===== config.mk =====
export PLATFORM = sky130hd
export DESIGN_NAME = blk_sched
export DESIGN_NICKNAME = d
export VERILOG_FILES = /design/src/rtl/blk_sched.sv
export SDC_FILE = /design/constraint.sdc
export NUM_CORES = 1
export LEC_CHECK = 0
export CAP_MARGIN = 10
export CORE_ASPECT_RATIO = 2
export CORE_MARGIN = 2
export CORE_UTILIZATION = 45
export DETAILED_ROUTE_END_ITERATION = 6
export GPL_TIMING_DRIVEN = 0
export PLACE_DENSITY = 0.83
export SYNTH_ARGS = -nofsm -noshare
export SYNTH_HDL_FRONTEND = slang
export SYNTH_SLANG_ARGS = --single-unit
export TNS_END_PERCENT = 5

===== constraint.sdc =====
create_clock -name clk_i -period 5.4 [get_ports clk_i]
set_clock_uncertainty 0.2 [all_clocks]
set_input_delay 0.81 -clock clk_i [delete_from_list [all_inputs] [get_ports clk_i]]
set_output_delay 0.81 -clock clk_i [all_outputs]
set_load 0.005 [all_outputs]

===== src/rtl/blk_sched.sv =====
// Block-timing scheduler: tracks vsync/de, splits each frame into an HBLKS x VBLKS grid
// of BLKW x BLKH pixel blocks, emits block strobes aligned with the 1-cycle pixel pipeline.
module blk_sched #(
    parameter int HBLKS = 10,
    parameter int VBLKS = 10,
    parameter int BLKW  = 30,
    parameter int BLKH  = 30,
    localparam int XW   = $clog2(HBLKS + 1),
    localparam int YW   = $clog2(VBLKS + 1)
) (
    input  logic          clk_i,
    input  logic          rst_ni,
    input  logic          vs_i,
    input  logic          hs_i,
    input  logic          de_i,
    input  logic [23:0]   wd_i,
    output logic          de_o,
    output logic [23:0]   wd_o,
    output logic          h_save_o,
    output logic          v_save_o,
    output logic [XW-1:0] blk_x_o,
    output logic [YW-1:0] blk_y_o,
    output logic          frame_ok_o,
    output logic          err_o
);

    localparam int PXW = $clog2(BLKW + 1);
    localparam int LNW = $clog2(BLKH + 1);

    localparam logic [PXW-1:0] PX_LAST = PXW'(BLKW - 1);
    localparam logic [LNW-1:0] LN_LAST = LNW'(BLKH - 1);
    localparam logic [XW-1:0]  BX_MAX  = XW'(HBLKS);
    localparam logic [YW-1:0]  BY_MAX  = YW'(VBLKS);

    typedef enum logic [1:0] {
        IDLE,
        SYNC,
        ACTIVE,
        LGAP
    } state_t;

    state_t         state_q, state_d;
    logic           vs_q, de_q;
    logic [PXW-1:0] px_q, px_d;
    logic [XW-1:0]  bx_q, bx_d;
    logic [LNW-1:0] ln_q, ln_d;
    logic [YW-1:0]  by_q, by_d;
    logic           h_save_d, v_save_d, frame_ok_d, err_d;
    logic           count_px;
    logic           vs_rise, de_rise;

    // Line ends are taken from the de fall; hsync carries no extra timing here.
    logic unused_hs;
    assign unused_hs = hs_i;

    assign vs_rise = vs_i & ~vs_q;
    assign de_rise = de_i & ~de_q;

    always_comb begin
        // NOTE: every signal driven here gets a default first, so no path can infer a latch.
        state_d    = state_q;
        px_d       = px_q;
        bx_d       = bx_q;
        ln_d       = ln_q;
        by_d       = by_q;
        h_save_d   = 1'b0;
        v_save_d   = 1'b0;
        frame_ok_d = 1'b0;
        err_d      = err_o;
        count_px   = 1'b0;

        if (vs_rise) begin
            // Frame end: a pixel coincident with vsync is never counted and always an error.
            if (state_q != IDLE) begin
                if (by_q == BY_MAX && ln_q == '0 && !err_o && !de_i) frame_ok_d = 1'b1;
                else                                                  err_d      = 1'b1;
            end
            if (de_i) err_d = 1'b1;
            px_d    = '0;
            bx_d    = '0;
            ln_d    = '0;
            by_d    = '0;
            state_d = SYNC;
        end else begin
            case (state_q)
                SYNC, LGAP: begin
                    if (de_rise) begin
                        state_d  = ACTIVE;
                        count_px = 1'b1;
                        v_save_d = (ln_q == '0) && (by_q < BY_MAX);
                    end
                end
                ACTIVE: begin
                    if (de_i) begin
                        count_px = 1'b1;
                    end else begin
                        state_d = LGAP;
                        if (!(bx_q == BX_MAX && px_q == '0)) err_d = 1'b1;
                        px_d = '0;
                        bx_d = '0;
                        if (ln_q == LN_LAST) begin
                            ln_d = '0;
                            if (by_q < BY_MAX) by_d = by_q + 1'b1;
                        end else begin
                            ln_d = ln_q + 1'b1;
                        end
                    end
                end
                default: ;
            endcase

            // Pixels outside the grid pass through untouched but flag the frame.
            if (count_px) begin
                if (bx_q < BX_MAX && by_q < BY_MAX) begin
                    if (px_q == PX_LAST) begin
                        h_save_d = 1'b1;
                        px_d     = '0;
                        bx_d     = bx_q + 1'b1;
                    end else begin
                        px_d = px_q + 1'b1;
                    end
                end else begin
                    err_d = 1'b1;
                end
            end
        end
    end

    always_ff @(posedge clk_i or negedge rst_ni) begin
        if (!rst_ni) begin
            state_q    <= IDLE;
            vs_q       <= 1'b0;
            de_q       <= 1'b0;
            px_q       <= '0;
            bx_q       <= '0;
            ln_q       <= '0;
            by_q       <= '0;
            de_o       <= 1'b0;
            wd_o       <= '0;
            h_save_o   <= 1'b0;
            v_save_o   <= 1'b0;
            blk_x_o    <= '0;
            blk_y_o    <= '0;
            frame_ok_o <= 1'b0;
            err_o      <= 1'b0;
        end else begin
            // NOTE: non-blocking assignments so every register samples pre-edge values.
            state_q    <= state_d;
            vs_q       <= vs_i;
            de_q       <= de_i;
            px_q       <= px_d;
            bx_q       <= bx_d;
            ln_q       <= ln_d;
            by_q       <= by_d;
            de_o       <= de_i;
            wd_o       <= wd_i;
            h_save_o   <= h_save_d;
            v_save_o   <= v_save_d;
            blk_x_o    <= bx_q;
            blk_y_o    <= by_q;
            frame_ok_o <= frame_ok_d;
            err_o      <= err_d;
        end
    end

endmodule

==> results.py, run 1 <==
metrics = {
    "outcome": {
        "status": "finished clean",
    },
    "clock_tree": {
        "ctsHtreeMaxLevel": 3,
        "cts_num_sinks": 58,
        "clkTransAtPathRegs_ns": 0.07,
        "post-cts-setup-buffers": 0,
        "numCtsBuffers": 9,
        "cts_tree": "built",
        "clock_path_buffers": 2,
        "hold_buffers": 0,
        "clockRootBuffer": "clkbuf_8",
        "clk_latency_ns": 0.34,
        "ctsResizeCount": 0,
    },
    "global_route": {
        "grt_pass1_wl_mm": 7.693,
        "grt_pass1_vias": 1692,
        "antenna_found_initial": 0,
        "grt-ovfl-total": 0,
        "grt_usage": 0.1926,
        "grt_max_degree": 36,
    },
    "cells_and_area": {
        "stdcell_area_mm2": 0.003181,
        "num_antenna_cells": 0,
        "final_nets": 295,
        "fill_cells": 384,
        "syn_to_final_growth_pct": 42.25,
        "utilization": 0.6599,
        "fin_cells": 318,
        "drive_gt1_frac": 0.1034,
    },
    "drt": {
        "remaining_drc_errors": 0,
        "drt_iter0_drc": 28,
        "dr.pass1.iters": 4,
        "vias": 1686,
        "vias_per_cell": 5.302,
        "wl_mm": 4.670,
        "ant_nets": 0,
        "drt-wirelength-per-cell_um": 14.69,
    },
    "min_path": {
        "hold_path_end": "blk_y_o[0]",
        "min_from": "by_q[0]",
        "hold_path_class": "flip-flop to flip-flop",
        "hold_path_depth": 0,
    },
    "timing": {
        "period_share": 0.4744,
        "rsz0062_at_grt": "no",
        "fmax_mhz": 390.3,
        "hold_violations": 0,
        "worstMarginPinSlew_ns": 0.6318,
        "final.setup.tns_ns": 0,
        "post-route-min-period_ns": 2.562,
        "setup_viol": 0,
        "whs_ns": 0.2390,
        "drv_slew": 0,
        "slew_headroom": 0.5772,
    },
    "worst_setup_path": {
        "cpPeakStageDelay_ns": 0.50,
        "crit_slowest_cell": "clkdlybuf4s50_1",
        "cp.required_ns": 5.39,
        "path_class": "primary input to flip-flop",
        "critPathCaptureType": "flip-flop",
        "crit_family": "buffers and inverters",
        "startpoint_type": "primary input",
        "reg2reg_depth": 4,
        "rr_endpoint": "v_save_o",
        "path_cells": "clkdlybuf4s50_1, nor2b_1, clkbuf_1, clkbuf_1, nor3_1",
        "rr_startpoint": "vs_q",
        "ff2ff_setup_slack_ns": 3.46,
        "crit_buf_inv": 3,
        "crit_top_cell": "clkbuf_1",
        "crit_fanout": 10,
        "crit_arrival_ns": 2.56,
    },
    "die": {
        "rows": 36,
        "fp.coreArea_mm2": 0.004820,
        "die_w_um": 53.85,
        "io_pins": 66,
        "die-area_mm2": 0.005583,
        "die_h_um": 103.7,
        "start_util": 0.4639,
    },
    "power": {
        "p_per_area_mw_per_mm2": 334.5,
        "clock_power_share": 0.404,
        "ir_worst_vdd_uv": 242.3,
        "power.net_switching_uw": 262.5,
        "combPwrFrac": 0.133,
        "pwr-share-seq": 0.463,
        "p_int_uw": 801.4,
        "power_leakage_uw": 0.001356,
        "switching_share": 0.2468,
    },
    "logic_synthesis": {
        "synthFlopType": "dfrtp_1",
        "ys_seq_area_frac": 0.6491,
        "yosys-top-cells-area": "dfrtp_1 (65%), ha_1 (5.6%), nand3_1 (3.6%)",
        "netlist.area_leader.share": 0.6491,
        "yosys_warnings": 0,
        "yosys.area.top_type": "dfrtp_1",
        "syn-num-nets": 219,
        "async_flop_share": 1.000,
        "synth.avg_cell_area_um2": 12.42,
        "mappedNetlistArea_mm2": 0.002236,
        "netlist_instances": 180,
        "ys_ff_latch": 58,
        "synthDistinctLibCells": 40,
        "synth_edf_count": 0,
    },
    "place": {
        "dpl_cell_area_mm2": 0.002963,
        "dp_hpwl_mm": 3.453,
        "port_buffers": 64,
        "dpl.cell_count": 302,
        "place_congestion": 0.8232,
    },
    "job": {
        "max_cap_viol_count": 0,
    },
}
## cells by family (layout without fill, tap and decap cells)
kind of cell,after synthesis,count (layout),synth area share
fa+ha+maj,10,10,0.05596
compound gates,37,37,0.1052
flops,58,58,0.6491
simple gates,57,57,0.1545
mux,1,1,0.005036
buf+inv,17,98,0.03022
## synth_stat cells (2+ instances only)
cell      instances
nand2_1           8
o31ai_1           3
buf_2             3
inv_1            10
nand4_1           2
o21ai_1           9
nor2_1            6
clkbuf_1          3
nand3b_1          2
nor4b_1           2
dfrtp_1          58
a41oi_1           2
o211ai_1          3
nand3_1          16
nand2b_1          3
a21oi_1           8
or3_1             2
nand4b_1          2
a31oi_1           2
and4_1            3
ha_1             10
nor3_1            2
o21ai_0           4
## power by group through the flow
| stage | registers [uW] | clock network, uW | logic, uW |
|---|---|---|---|
| floorplan | 498 | 0 | 61.5 |
| global placement | 499 | 0 | 136 |
| detailed placement | 500 | 0 | 142 |
| CTS | 492 | 442 | 144 |
| global route | 496 | 458 | 160 |
| finish | 492 | 430 | 142 |
## per-layer routing
metal | global-route usage | vias to the layer above | share of wire
li1 | - | 796 | -
met1 | 0.1978 | 829 | 0.36
met2 | 0.3179 | 46 | 0.57
met3 | 0.05764 | 15 | 0.038
met4 | 0.1227 | 0 | 0.037
met5 | 0 | - | 0
## final cells by class
class / instances / area, um^2 / share of cell area
inverter: 11 / 41.29 / 0.01298
buffer: 6 / 26.28 / 0.008261
tap: 57 / 71.32 / 0.02242
sequential: 58 / 1451 / 0.4563
multi-input combinational: 105 / 716.9 / 0.2254
clock buffer: 9 / 123.9 / 0.03895
clock inverter: 7 / 93.84 / 0.02950
timing repair buffer: 65 / 655.6 / 0.2061
## registers in the layout, indices dropped and copies added, names as in the netlist, 2 cells and up
register and cells:
wd_o 24, ln_q 5, px_q 5, blk_x_o 4, blk_y_o 4, bx_q 4
by_q 4, state_q 2
## metrics by stage
step	power (uW)	worst slack (ns)
3_5_place_dp	642.0	2.489
5_1_grt	1114	2.679
2_1_floorplan	559.2	3.312
6_report	1064	2.838
3_3_place_gp	634.5	1.648
4_1_cts	1078	2.827
## cell usage in the layout, fill, tap and decap left out, drive strengths merged
cell / count
clkdlybuf4s50: 63
dfrtp: 58
nand3: 16
o21ai: 14
clkbuf: 12
inv: 11
ha: 10
nand2: 8
a21oi: 8
nor2: 6
buf: 5
and4: 3
o211ai: 3
o31ai: 3
nand2b: 3
nand4: 3
clkinv: 3
or3: 2
a31oi: 2
nand3b: 2
nand4b: 2
nor4b: 2
nor3: 2
a41oi: 2
clkinvlp: 2
bufinv: 2
nor3b: 2
or2: 1
a21boi: 1
nor2b: 1
or3b: 1
o2111ai: 1
o41ai: 1
and2: 1
nor4: 1
or4: 1
a31o: 1
mux2: 1
a311oi: 1
## worst max-delay path by stage
stage | from | depth (start not counted) | slack, ns | to
finish | vs_i | 5 | 2.84 | v_save_o
global route | vs_i | 5 | 2.68 | v_save_o
CTS | vs_i | 5 | 2.83 | v_save_o
detailed placement | vs_i | 5 | 2.49 | v_save_o
global placement | rst_ni | 1 | 1.65 | wd_o[12]
floorplan | de_i | 4 | 3.31 | ln_q[3]
(Power assumes the default switching activity.)
==> inputs of run 2 (changes only) <==
Clock period 5.4 ns to 2.7 ns, I/O delays scaled along.
==> results.py, run 2 (synthesis results as in run 1) <==
metrics = {
    "outcome": {
        "status": "finished clean",
    },
    "power": {
        "p_int_uw": 1604,
        "switching_share": 0.2468,
        "power.net_switching_uw": 525.3,
        "ir_worst_vdd_uv": 484.7,
        "p_per_area_mw_per_mm2": 667.3,
        "power_leakage_uw": 0.001360,
        "combPwrFrac": 0.134,
        "clock_power_share": 0.404,
        "pwr-share-seq": 0.462,
    },
    "drt": {
        "wl_mm": 4.683,
        "drt_iter0_drc": 29,
        "drt-wirelength-per-cell_um": 14.68,
        "remaining_drc_errors": 0,
        "vias_per_cell": 5.298,
        "ant_nets": 0,
        "dr.pass1.iters": 4,
        "vias": 1690,
    },
    "timing": {
        "whs_ns": 0.2391,
        "period_share": 0.8038,
        "setup_viol": 0,
        "post-route-min-period_ns": 2.170,
        "rsz0062_at_grt": "no",
        "slew_headroom": 0.5782,
        "drv_slew": 0,
        "hold_violations": 0,
        "fmax_mhz": 460.8,
        "worstMarginPinSlew_ns": 0.6303,
    },
    "clock_tree": {
        "ctsHtreeMaxLevel": 3,
        "clockRootBuffer": "clkbuf_8",
        "clock_path_buffers": 2,
        "cts_tree": "built",
        "clk_latency_ns": 0.34,
        "ctsResizeCount": 0,
        "post-cts-setup-buffers": 0,
        "numCtsBuffers": 9,
        "cts_num_sinks": 58,
        "hold_buffers": 1,
        "clkTransAtPathRegs_ns": 0.07,
    },
    "cells_and_area": {
        "syn_to_final_growth_pct": 42.70,
        "num_antenna_cells": 0,
        "stdcell_area_mm2": 0.003191,
        "largest_register_ffs": 24,
        "layout_commonest_cell": "clkdlybuf4s50_1",
        "fill_cells": 383,
        "final_cell_mix": "clkdlybuf4s50_1 (63), dfrtp_1 (58), nand3_1 (16)",
        "largestRegisters": "wd_o: 24 flops, ln_q: 5 flops, px_q: 5 flops",
        "top_register": "wd_o",
        "final_nets": 296,
        "drive_gt1_frac": 0.1031,
    },
    "worst_setup_path": {
        "path_cells": "clkdlybuf4s50_1, nor2b_1, clkbuf_1, clkbuf_1, nor3_1",
        "path_class": "primary input to flip-flop",
        "critPathCaptureType": "flip-flop",
        "crit_slowest_cell": "clkdlybuf4s50_1",
        "crit_buf_inv": 3,
        "cpPeakStageDelay_ns": 0.50,
        "cp.required_ns": 2.69,
        "crit_top_cell": "clkbuf_1",
        "crit_family": "buffers and inverters",
        "ff2ff_setup_slack_ns": 0.75,
        "crit_arrival_ns": 2.16,
        "crit_fanout": 10,
        "startpoint_type": "primary input",
    },
    "die": {
        "die_w_um": 53.85,
        "die-area_mm2": 0.005583,
        "start_util": 0.4639,
        "io_pins": 66,
        "rows": 36,
        "fp.coreArea_mm2": 0.004820,
        "die_h_um": 103.7,
    },
    "place": {
        "port_buffers": 64,
        "place_congestion": 0.8232,
        "dpl_cell_area_mm2": 0.002963,
        "dp_hpwl_mm": 3.453,
    },
    "global_route": {
        "grt_usage": 0.1929,
        "grt-ovfl-total": 0,
        "grt_max_degree": 36,
        "antenna_found_initial": 0,
        "grt_pass1_vias": 1695,
        "grt_pass1_wl_mm": 7.707,
    },
    "job": {
        "max_cap_viol_count": 0,
    },
    "min_path": {
        "hold_path_class": "flip-flop to flip-flop",
    },
}
==> run 2: cell types whose count changed in the layout (fill, tap and decap cells not counted) <==
| cell | change |
|---|---|
| dlygate4sd3_1 | +1 |
==> run 2: worst register-to-register path, stage by stage, from the launching register on <==
cell and delay (ns):
dfrtp_1 0.38, nor2b_1 0.23, clkbuf_1 0.40, clkbuf_1 0.43, nor3_1 0.16
==> run 2: metrics by stage <==
| stage | setup TNS [ns] | utilization | setup slack [ns] | total power (uW) | std cells |
|---|---|---|---|---|---|
| 3_3_place_gp | -37.41 | 0.6116 | -0.6473 | 1269 | 301 |
| 2_1_floorplan | 0 | - | 0.9771 | 1118 | 180 |
| 4_1_cts | 0 | 0.6620 | 0.5321 | 2157 | 319 |
| 5_1_grt | 0 | 0.6620 | 0.3840 | 2229 | 319 |
| 6_report | 0 | 0.6620 | 0.5298 | 2129 | 319 |
| 3_5_place_dp | 0 | 0.6147 | 0.1943 | 1284 | 302 |
==> run 2: area by class of cell <==
cell class / instances / area (um^2) / area share
clock buffers: 9 / 123.9 / 0.03882
clock inverters: 7 / 93.84 / 0.02941
repair buffers: 66 / 665.6 / 0.2086
inverters: 11 / 41.29 / 0.01294
plain buffers: 6 / 26.28 / 0.008235
multi-input cells: 105 / 716.9 / 0.2247
well taps: 57 / 71.32 / 0.02235
flip-flops and latches: 58 / 1451 / 0.4549
==> run 2: worst paths after layout <==
| kind | from | to | cells after the start |
|---|---|---|---|
| min in group asynchronous | rst_ni | wd_o[15] | 2 |
| hold reg to reg | by_q[0] | blk_y_o[0] | 0 |
| hold / removal | by_q[0] | blk_y_o[0] | 0 |
| setup reg to reg | vs_q | v_save_o | 4 |
| setup / recovery | vs_i | v_save_o | 5 |
| max in group asynchronous | rst_ni | wd_o[11] | 3 |
==> run 2: power groups by stage <==
stage / logic [uW] / registers (uW) / clock network [uW]
floorplan: 123 / 995 / 0
global placement: 271 / 998 / 0
detailed placement: 284 / 1000 / 0
CTS: 290 / 984 / 883
global route: 320 / 992 / 917
finish: 285 / 984 / 859
==> run 2: per-layer routing <==
metal | share of wire | wire [um] | vias up | GRT usage
met2 | 0.57 | 2690 | 40 | 0.3179
li1 | - | - | 796 | -
met4 | 0.033 | 153 | 0 | 0.1227
met5 | 0 | 0 | - | 0
met1 | 0.36 | 1666 | 842 | 0.1988
met3 | 0.037 | 173 | 12 | 0.05764
==> variant, RTL diff (settings of run 2) <==
The 4 states of `state_t` get a Gray code encoding in 2 bits.
--- a/src/rtl/blk_sched.sv
+++ b/src/rtl/blk_sched.sv
@@ -34,8 +34,8 @@
 
     typedef enum logic [1:0] {
-        IDLE,
-        SYNC,
-        ACTIVE,
-        LGAP
+        IDLE   = 2'b00,
+        SYNC   = 2'b01,
+        ACTIVE = 2'b11,
+        LGAP   = 2'b10
     } state_t;
 
Check against the original RTL: same outputs for any inputs over 10 cycles, from zero or initial values and one cycle with rst_ni low; not proved beyond that.
==> variant against run 2 <==
  * Synthesized area grew 4.0%
  * Sequential cell count is the same
  * Wire length is 3.7% higher
  * Worst hold slack improved by 0.018 ns
  * Synthesized cell count is 2.8% higher
  * Worst setup slack better by 0.24 ns
  * First-iteration DRC count grew 28%
  * Register-to-register slack better by 0.02 ns
  * Total power grew 6.0%
  * Die area is 3.7% higher
  * Sequential share of layout area decreased by 0.91 points
  * Design area up 2.0%
  * Critical path depth is 1 higher
  * Critical endpoint is now px_q[4]$_DFF_PN0_
==> variant: results (changes against run 2) <==
The run finished with clean final reports. The highest cell delay on the worst timing path is 0.40 ns (was 0.50 ns). For the slack of the worst reg-to-reg path, the log shows 0.77 ns (was 0.75 ns). Leading cell types by count after synthesis: dfrtp_1 (58), nand3_1 (15), ha_1 (12), inv_1 (12), o21ai_0 (8) (was dfrtp_1 (58), nand3_1 (16), ha_1 (10), inv_1 (10), o21ai_1 (9)). Number of non-filler instances in the completed layout: 325 (was 319).

For the pre-CTS setup slack, the log shows 0.542 ns (was 0.194 ns). The final critical-path required period was 1.93 ns (was 2.17 ns). The transition time at the pin with the least slew margin was 0.725 ns (was 0.630 ns); the peak supply drop was 0.823 mV (was 0.485 mV). The run gives 472 uW (was 285 uW) as the power of the combinational group.

The number of filler instances in the final layout is 387 (was 383). Largest cells by area after synthesis: dfrtp_1 (62%), ha_1 (6.5%), nand3_1 (3.2%), inv_1 (1.9%), o21ai_0 (1.7%) (was dfrtp_1 (65%), ha_1 (5.6%), nand3_1 (3.6%), o21ai_1 (2.0%), a21oi_1 (1.8%)). The fraction of layout instances using a drive strength above 1 came out at 11.6% (was 10.3%). The cell type group with the largest total delay on the critical path was compound AO/OA/AOI/OAI gates (was buffers and inverters).

For the pin count of the biggest net entering global routing, the log shows 33 (was 36). Destination of the worst register-to-register timing path: px_q[4]$_DFF_PN0_ (was v_save_o$_DFF_PN0_). The tools report the number of DRC markers in iteration 0 as 37 (was 29).

The run gives 62.4% (was 64.9%) as the portion of the post-synthesis area used by sequential elements. Overall track demand over capacity in global routing: 19.3% (about the same). The post-synthesis area per instance was 12.6 um^2 (was 12.4 um^2); the net count after synthesis was 226 (was 219).

Depth of the most critical reg-to-reg path: 6 (was 4). Worst hold endpoint: blk_x_o[3]$_DFF_PN0_ (was blk_y_o[0]$_DFF_PN0_). The standard cell area after detailed placement is 3050 um^2 (was 2960 um^2), and the final-layout worst hold slack is 0.257 ns (was 0.239 ns).

The tools report the half-perimeter wire length of the detailed placement result as 3650 um (was 3450 um). The beginning of the worst hold path is bx_q[3]$_DFF_PN0_ (was by_q[0]$_DFFE_PN0P_). The number of global-route vias before repair came out at 1,776 (was 1,695). For the post-route total power, the log shows 2.26 mW (was 2.13 mW). Standby leakage power: 1.42 nW (was 1.36 nW). The global-route wire length before repair is 7960 um (was 7710 um), and the final weighted congestion of routability-driven global placement is 0.763 (was 0.823).

The switching part of the total power is 30.0% (was 24.7%), and the area of combinational cells with multiple inputs is 798 um^2 (was 717 um^2). The power in the clock group is 771 uW (was 859 uW). The run gives 43 (was 40) as the number of distinct library cells after synthesis.
-- variant: layer usage --
| metal | vias to the layer above | global-route usage [%] | wire, um |
|---|---|---|---|
| met4 | 0 | 7.86 | 91 |
| met5 | - | 0 | 0 |
| met2 | 74 | 31.3 | 2490 |
| met1 | 818 | 21.9 | 1880 |
| met3 | 12 | 6.94 | 392 |
| li1 | 819 | - | - |
-- variant: cell families (layout without fill, tap and decap cells) --
group,count (synthesis),in the layout,share of synthesized area [%]
AOI/OAI and AO/OA,41,41,13.3
and+or+nand+nor,55,55,13.8
DFF,58,58,62.4
xor gates and xnor gates,2,2,0.754
adders and majority gates,12,12,6.46
buffers and inverters,17,99,3.23
-- variant: layout make-up --
cell class                      instances  area share (%)
Sequential cell                        58            44.6
Multi-Input combinational cell        110            24.5
Timing Repair Buffer                   66            20.4
Clock buffer                            9            3.80
Tap cell                               58            2.23
Clock inverter                          7            2.11
Inverter                               12            1.38
Buffer                                  5           0.922
